$ cat src/rtl/fila_bytes.sv
// rtl/fila_bytes.sv - byte FIFO between the deserializer and the consumer.
// Input side uses a data_ready/ack handshake; output side pops one byte per dequeue.
module fila_bytes #(
  parameter int DEPTH = 8,
  parameter int WIDTH = 8
) (
  input  logic                       clk_100KHz,
  input  logic                       reset,
  input  logic [WIDTH-1:0]           data_in,
  input  logic                       data_ready_in,
  output logic                       ack_out,
  input  logic                       dequeue_in,
  output logic [WIDTH-1:0]           data_out,
  output logic                       valid_out,
  output logic [$clog2(DEPTH+1)-1:0] len_out,
  output logic                       full_out,
  output logic                       empty_out
);

  localparam int AW = $clog2(DEPTH);
  localparam int CW = $clog2(DEPTH+1);

  localparam logic [1:0] IDLE     = 2'd0;
  localparam logic [1:0] ACK      = 2'd1;
  localparam logic [1:0] WAIT_LOW = 2'd2;

  logic [1:0]       state;
  logic [AW-1:0]    wr_ptr;
  logic [AW-1:0]    rd_ptr;
  logic [CW-1:0]    count;
  logic [WIDTH-1:0] mem [DEPTH];
  logic             wr_en;
  logic             rd_en;

  // Both decisions use the count before this edge's update.
  assign wr_en = (state == IDLE) && data_ready_in && (count < CW'(DEPTH));
  assign rd_en = dequeue_in && (count != '0);

  assign ack_out   = (state == ACK);
  assign len_out   = count;
  assign full_out  = (count == CW'(DEPTH));
  assign empty_out = (count == '0);

  always_ff @(posedge clk_100KHz) begin
    if (wr_en) begin
      mem[wr_ptr] <= data_in;
    end
  end

  always_ff @(posedge clk_100KHz or negedge reset) begin
    if (!reset) begin
      state     <= IDLE;
      wr_ptr    <= '0;
      rd_ptr    <= '0;
      count     <= '0;
      data_out  <= '0;
      valid_out <= 1'b0;
    end else begin
      case (state)
        IDLE:     if (wr_en) state <= ACK;
        ACK:      state <= WAIT_LOW;
        WAIT_LOW: if (!data_ready_in) state <= IDLE;
        default:  state <= IDLE;
      endcase

      if (wr_en) begin
        wr_ptr <= wr_ptr + AW'(1);
      end

      if (rd_en) begin
        data_out  <= mem[rd_ptr];
        rd_ptr    <= rd_ptr + AW'(1);
        valid_out <= 1'b1;
      end else begin
        valid_out <= 1'b0;
      end

      case ({wr_en, rd_en})
        2'b10:   count <= count + CW'(1);
        2'b01:   count <= count - CW'(1);
        default: count <= count;
      endcase
    end
  end

endmodule

$ cat config.mk
export PLATFORM = sky130hd
export DESIGN_NAME = fila_bytes
export DESIGN_NICKNAME = d
export VERILOG_FILES = /design/src/rtl/fila_bytes.sv
export SDC_FILE = /design/constraint.sdc
export NUM_CORES = 1
export LEC_CHECK = 0
export BUFFER_PORTS_ARGS = -buffer_cell sky130_fd_sc_hd__buf_2
export CAP_MARGIN = 20
export CELL_PAD_IN_SITES_DETAIL_PLACEMENT = 0
export CELL_PAD_IN_SITES_GLOBAL_PLACEMENT = 1
export CORE_MARGIN = 2
export CORE_UTILIZATION = 45
export CTS_CLUSTER_SIZE = 14
export DETAILED_ROUTE_END_ITERATION = 8
export HOLD_SLACK_MARGIN = 0.02
export PLACE_DENSITY_LB_ADDON = 0.1
export SETUP_SLACK_MARGIN = 0.2
export SLEW_MARGIN = 20
export SYNTH_ARGS = -nofsm -noshare
export SYNTH_HDL_FRONTEND = slang
export SYNTH_SLANG_ARGS = --single-unit
export TNS_END_PERCENT = 5
$ cat constraint.sdc
create_clock -name clk_100KHz -period 2.5 [get_ports clk_100KHz]
set_clock_uncertainty 0.15 [all_clocks]
set_input_delay 0.5 -clock clk_100KHz [delete_from_list [all_inputs] [get_ports clk_100KHz]]
set_output_delay 0.5 -clock clk_100KHz [all_outputs]
set_load 0.02 [all_outputs]
# After elaboration in Yosys (flattened, before gate mapping)
# Memories as Yosys holds them, arrays and structs flattened. A register that Yosys moved wholly into a read port is not among the register bits.
# Index checks and enable logic that the tools add are counted.
# totals
output_inout_bits	16
ramBits	64
ff_bits	13
mem_count	1
in_bits	12
# classes
n_mux	7
eq_ne	7
n_reduce_logical	9
n_addsub	4
n_lt_le_gt_ge	1
# mem_list
memory	words	word_bits	read_ports	rd_clocked_by_memory_dff	wr	line	source
mem	8	8	1	1	1	31	logic [WIDTH-1:0] mem [DEPTH];
# op_table
op	n
$pmux W4 S2	1
$add A3 B1 Y3 const B	2
$pmux W2 S3	1
$add A4 B1 Y4 const B	1
$eq A2 B1 Y1 const B	2
$eq A2 B2 Y1 const B	2
$eq A4 B4 Y1 const B	1
$logic_not A4 Y1	1
$lt A4 B4 Y1 const B	1
$mux W2	2
$ne A2 B2 Y1 const B	2
$reduce_bool A4 Y1	1
$sub A4 B1 Y4 const B	1
$logic_and A1 B1 Y1	3
$mux W1	3
$logic_not A2 Y1	1
$reduce_and A2 Y1	1
$reduce_bool A2 Y1	1
$logic_not A1 Y1	1

# Longest topological paths before layout
# Gate-level depths: netlist of the first run.
# depth
word_depth	5
depth_mapped	9
depth_no_buf	8

# Least setup slack after synthesis of the first run
# Ideal clock, no wire load.
# synth_path
path_kind	reg2reg
startpoint	register count[3] (netlist: len_out[3])
endpoint	register count[3] (netlist: len_out[3])
required_ps	2234
setup_time_ps	116
arrival_ps	2390
slack_ps	-155
synth_period_minus_slack_ps	2655
stages_incl_launch_ff	9
path_cell_list	dfrtp_1 -> buf_6 -> o41ai_4 -> inv_2 -> ha_1 -> ha_1 -> a21oi_1 -> o21ai_0 -> o311ai_0
# synth_between
elab_chain_cells	4
# synth_lines
item	line	source
start, declared	30	logic [CW-1:0] count;
start signal, assigned	79	2'b10: count <= count + CW'(1);
start signal, assigned	80	2'b01: count <= count - CW'(1);
start signal, assigned	81	default: count <= count;
$reduce_bool A4 Y1 *	37	assign rd_en = dequeue_in && (count != '0);
$logic_and A1 B1 Y1 *	37	
via rd_en	33	logic rd_en;
$eq A2 B1 Y1 / $eq A2 B2 Y1 (equally long branches)	78	case ({wr_en, rd_en})
$pmux W4 S2 / $reduce_bool A2 Y1 (equally long branches)	--	
# Mark *: on every way through the listed nets, which the timed path passes. The rest lies on a longest branch.
# A chain may end at the register's enable or synchronous reset.

# Worst setup path in the final report of the first run
# Same ends and word-level chain as after synthesis.

==> results of run 1 <==
-- synthesized netlist by cell type (5+ instances only) --
library cell / count / share of area (%)
mux2i_1: 16 / 4.5
mux2_2: 17 / 5.4
ha_1: 5 / 1.8
nand2_1: 19 / 2.0
o21ai_1: 8 / 1.1
o22ai_1: 8 / 1.4
inv_1: 6 / 0.64
nor2_1: 7 / 0.75
nand2b_1: 6 / 1.1
edfxtp_1: 64 / 55
a221o_1: 8 / 2.3
dfrtp_1: 21 / 15
-- cell families (layout without fill, tap and decap cells) --
kind of cell	count (synthesis)	in the layout	synth area share, %
compound gates	31	31	6.57
buf+inv	17	71	3.34
flops	85	85	69.5
fa+ha+maj	6	6	2.35
simple gates	45	45	6.75
xor+xnor	6	6	1.49
mux	33	33	9.99
-- cell type report --
class / count / area, um2
inverters: 7 / 26.3
clock inverters: 7 / 98.8
flip-flops and latches: 85 / 2450
multi-input cells: 121 / 1000
clock buffers: 9 / 124
well taps: 102 / 128
fillers: 658 / 3520
repair buffers: 48 / 295
-- final timing paths --
path                            slack [ns]           from           to  cells past startpoint
worst max-delay path                  0.28     len_out[3]   len_out[3]                      8
worst min-delay path                  0.25  data_ready_in     state[1]                      3
worst max register to register        0.28     len_out[3]   len_out[3]                      8
worst min register to register        0.34    data_out[7]  data_out[7]                      2
max in group asynchronous             1.36          reset   len_out[0]                      2
min in group asynchronous             0.48          reset     state[1]                      2
-- stage by stage --
stage                     hold slack, ns  instance area (um2)  util, %  total power [mW]
after floorplan                   0.0544                 3560        -              3.31
after global placement             0.315                 3830     50.1              3.73
after detailed placement           0.321                 3830     50.1              3.76
after CTS                          0.237                 4060     53.1              4.84
after global routing               0.256                 4130     54.0              5.20
final                              0.246                 4130     54.0              4.89
-- state kept, by name, summed over array words and instances, names as in the netlist --
name and count:
wr_ptr 3, len_out 4, rd_ptr 3, data_out 8, valid_out 1, state 2, mem 64
-- critical path, stage by stage, from the launching register on --
cell and delay (ns):
dfrtp_2 0.49, o41ai_4 0.38, inv_2 0.10, ha_4 0.20
ha_4 0.28, inv_2 0.05, nor4_2 0.22, nand4b_1 0.14
o311ai_1 0.09
-- power by group through the flow --
| stage | clock [mW] | combinational, mW | sequential [mW] |
|---|---|---|---|
| 2_1_floorplan | 0 | 1.21 | 2.10 |
| 3_3_place_gp | 0 | 1.70 | 2.03 |
| 3_5_place_dp | 0 | 1.72 | 2.04 |
| 4_1_cts | 1.09 | 1.74 | 2.01 |
| 5_1_grt | 1.16 | 2.00 | 2.04 |
| 6_report | 1.07 | 1.82 | 2.00 |
-- layer usage --
metal	GRT usage (%)	up-vias
li1	-	937
met1	25.0	950
met2	26.0	29
met3	2.77	9
met4	7.84	0
met5	0	-
-- timing repair --
item | CTS | global route
endpoints found under the hold margin | 21 | 0
pin swaps | 0 | 7
setup endpoints to repair | 1 | 1
buffers inserted | 0 | 6
resized for setup | 1 | 6
hold buffers | 1 | 0
==> results.cfg, run 1 <==
[drt]
postRouteAntennaNets = 0
viasPerCell = 5.08
met1_length_um = 3300
dr.max_layer_used = met4
initialDrtViolationCount = 70
vias = 1925
dr_wl_met2_um = 3200
wl_met3_um = 172
routed_wl_um = 6810
drt-pass1-iter-count = 4
wl_per_cell_um = 18.0
drc = 0

[critical_path]
cp.required_ns = 2.58
start_kind = flop
arrival_ns = 2.30
crit_path_end_kind = flop
worstSetupPathType = flop to flop
crit_path_max_fanout = 7

[timing]
tightestPinTransition_ns = 0.475
final.setup.tns_ns = 0
setup_viol_count_final = 0
timing.final.ws_setup_ns = 0.277
hold_viol = 0
drv_slew = 0
grt_setup_unrepaired = yes
fmax_mhz = 450
slew_headroom_pct = 68.3
period_minus_slack_ns = 2.22
finalCritPeriodShare_pct = 88.9

[place]
port_buffers = 27
hpwl_um = 4270
placed_cells = 356
finalWeightedCongestion = 0.723
dp_slack_ns = 0.207

[floorplan]
die_x_um = 92.5
initial_utilization_pct = 46.0
dieArea_um2 = 8550
die_h_um = 92.5
io_pins = 28
core_area_um2 = 7650
core.rowCount = 32

[clock_tree]
cts.root.buffer_cell = clkbuf_8
cts_made_buffers = 9
cts_tree = yes
cts_sinks = 85
clk_pin_slew_ns = 0.09
h-tree-depth = 3
clockBufferDepth = 2
clock_latency_ns = 0.35

[logic_synthesis]
ys_seq_area_share_pct = 69.5
avgSynthCellArea_um2 = 15.8
ys.flop_type = edfxtp_1
netlist_instances = 223
synth_seq_cells = 85
yosys.cell_types.count = 35
yosys_warnings = 0
syn-cell-area_um2 = 3520
synth_fp_nets = 241
postSynth.asyncResetShare_pct = 24.7
synth_edf_count = 64

[grt]
grt_pass1_vias = 1899
gr-total-overflow = 0
grt_max_degree = 22
grt_pass1_wl_um = 10700
antenna_found_initial = 0
grt_usage_pct = 17.3

[power_and_ir_drop]
netSwitchingFraction_pct = 35.1
intPower_mw = 3.18
leakagePower_nw = 1.56
power.density_nw_per_um2 = 1180
ir_worst_vdd_uv = 605
seqPwrFrac_pct = 40.9
p_sw_mw = 1.71
clockPowerShare_pct = 21.8
pwr-share-comb_pct = 37.3

[final_layout]
diodes = 0
layout_common_cells = edfxtp_1, buf_2, buf_4
syn_to_final_growth_pct = 17.2
drive_gt1_share_pct = 33.2
layout_commonest_cell = edfxtp_1
fin_nets = 290
final_cells = 379

[job]
maxCapViolCount = 0

[hold_path]
min_path_type = primary input to flop

[run_status]
status = finished clean
Note: power is estimated with default switching activity, not from simulation.
==> run 2, diff against run 1 <==
Settings changed: ABC_AREA from default to 1, CAP_MARGIN 20 to 15, CORE_UTILIZATION 45 to 40.
==> run 2 against run 1 <==
  * Sequential cell count stayed put
  * Utilization is 6.5 points lower
  * Sequential share of layout area is 3.5 points lower
  * Critical path depth is 4 higher
  * Wire length is 14% higher
  * Count of clock-buffer cells in the layout is 1 higher
  * Power is 0.89% higher
  * Largest cell class unchanged
  * Highest routed layer unchanged
==> results.cfg, run 2 <==
[drt]
viasPerCell = 4.46
routed_wl_um = 7790
drc = 0
vias = 2437
wl_per_cell_um = 14.3
initialDrtViolationCount = 107
postRouteAntennaNets = 0
drt-pass1-iter-count = 4

[timing]
finalCritPeriodShare_pct = 85.2
tightestPinTransition_ns = 0.478
fmax_mhz = 469
hold_slack_ns = 0.261
setup_viol_count_final = 0
drv_slew = 0
final.setup.tns_ns = 0
slew_headroom_pct = 68.1
hold_viol = 0
grt_setup_unrepaired = no
period_minus_slack_ns = 2.13

[logic_synthesis]
yosys.cell_types.count = 25
synthTopCellsByCount = nand2_1, edfxtp_1, inv_1, nand3_1, dfrtp_1
yosysTopAreaCell = edfxtp_1
synth_edf_count = 64
synthTopCellsByArea = edfxtp_1, dfrtp_1, nand2_1, inv_1, nand3_1
postSynth.asyncResetShare_pct = 24.7
yosys_warnings = 0
synth_fp_nets = 384
yosys.cell_count.top_type = nand2_1
netlist_instances = 366
synth_top_area_share_pct = 50.6
avgSynthCellArea_um2 = 10.4
syn-cell-area_um2 = 3800
synth_seq_cells = 85
ys_seq_area_share_pct = 64.4
ys.flop_type = edfxtp_1

[clock_tree]
h-tree-depth = 3
cts_tree = yes
clockBufferDepth = 2
clk_pin_slew_ns = 0.09
cts.root.buffer_cell = clkbuf_8
cts_sinks = 85
cts_made_buffers = 9
clock_latency_ns = 0.35

[floorplan]
core_area_um2 = 9240
dieArea_um2 = 10300
initial_utilization_pct = 41.1
io_pins = 28
core.rowCount = 35
die_x_um = 101
die_h_um = 101

[job]
maxCapViolCount = 0

[run_status]
status = finished clean

[final_layout]
layout_commonest_cell = nand2_1
syn_to_final_growth_pct = 15.3
fin_nets = 430
diodes = 0
utilization_pct = 47.4
layout_common_cells = nand2_1, edfxtp_1, inv_1
fin_area_um2 = 4380
largest_reg_flops = 64
largest-register = mem
drive_gt1_share_pct = 21.6

[grt]
gr-total-overflow = 0
grt_usage_pct = 16.5
grt_pass1_vias = 2285
grt_pass1_wl_um = 12300
grt_max_degree = 34
antenna_found_initial = 0

[place]
port_buffers = 27
hpwl_um = 5040
place_area_um2 = 4120
finalWeightedCongestion = 0.715

[critical_path]
crit_path_end_kind = flop
cp.required_ns = 2.65
start_kind = flop
arrival_ns = 2.28
worstSetupPathType = flop to flop
reg2reg_slack_ns = 0.37
crit_path_max_fanout = 14

[power_and_ir_drop]
ir_worst_vdd_uv = 443
power.density_nw_per_um2 = 1130
leakagePower_nw = 2.01

[hold_path]
min_path_type = primary input to flop
run 2: cell count changes in the layout (fill, tap and decap cells not counted), moves of 9 or more:
cell     before  now
o21ai_1       9    0
nand3_1       0   44
mux2i_1      16    0
mux2_2       17    0
inv_1         5   58
nand3_2       0   10
nand2_1      19  113
run 2: final cells by class:
class	instances	area (um2)
sequential	85	2450
clock inverter	6	95.1
fill	883	4860
timing repair buffer	47	288
multi-input combinational	206	1020
inverter	63	241
clock buffer	10	128
tap	129	161
run 2: worst max-delay path, stage by stage, from the launching register on:
cell and delay (ns):
dfrtp_2 0.43, nor2_2 0.12, nand3_2 0.10, nand2_4 0.12, inv_6 0.08, ha_2 0.21, ha_1 0.29, or2_2 0.29
nand2_1 0.07, nand3_1 0.06, nand2_1 0.06, nand2_1 0.04, nand2_1 0.05
run 2: power breakdown:
group,internal [mW],switching (mW)
Combinational,0.647,1.28
Clock,0.574,0.506
Sequential,1.79,0.136
Total,3.01,1.92
run 2: repair_timing:
action / 4_1_cts / 5_1_grt
endpoints found under the hold margin: 21 / 0
endpoints found under the setup margin: 0 / 2
setup buffers: 0 / 3
resized for setup: 0 / 4
hold buffers: 1 / 0
run 2: cells by family after synthesis:
| logic type | count (synthesis) | share of synthesized area [%] |
|---|---|---|
| DFF | 85 | 64.4 |
| buffers and inverters | 75 | 8.89 |
| xor gates and xnor gates | 4 | 0.922 |
| and+or+nand+nor | 191 | 23.0 |
| AOI/OAI and AO/OA | 5 | 0.658 |
| adders and majority gates | 6 | 2.17 |
run 2: final timing paths:
check,to,startpoint,cells past startpoint
max,len_out[3],len_out[0],12
min,mem[6][0],data_in[0],1
max reg2reg,len_out[3],len_out[0],12
min reg2reg,data_out[0],data_out[0],2
max in group asynchronous,len_out[3],reset,2
min in group asynchronous,len_out[0],reset,2
run 2: per-stage QoR:
step	power (mW)	std cells	setup slack [ns]
finish	4.93	546	0.370
global route	5.30	546	0.250
CTS	4.95	543	0.205
detailed placement	3.87	526	0.221
global placement	3.86	526	0.251
floorplan	3.35	366	0.229
run 2: layer usage:
layer / vias to the layer above / GRT usage, % / wire, um
li1: 1255 / - / -
met4: 0 / 3.74 / 68
met3: 7 / 4.55 / 414
met5: - / 0 / 0
met2: 56 / 26.6 / 3720
met1: 1119 / 22.5 / 3590
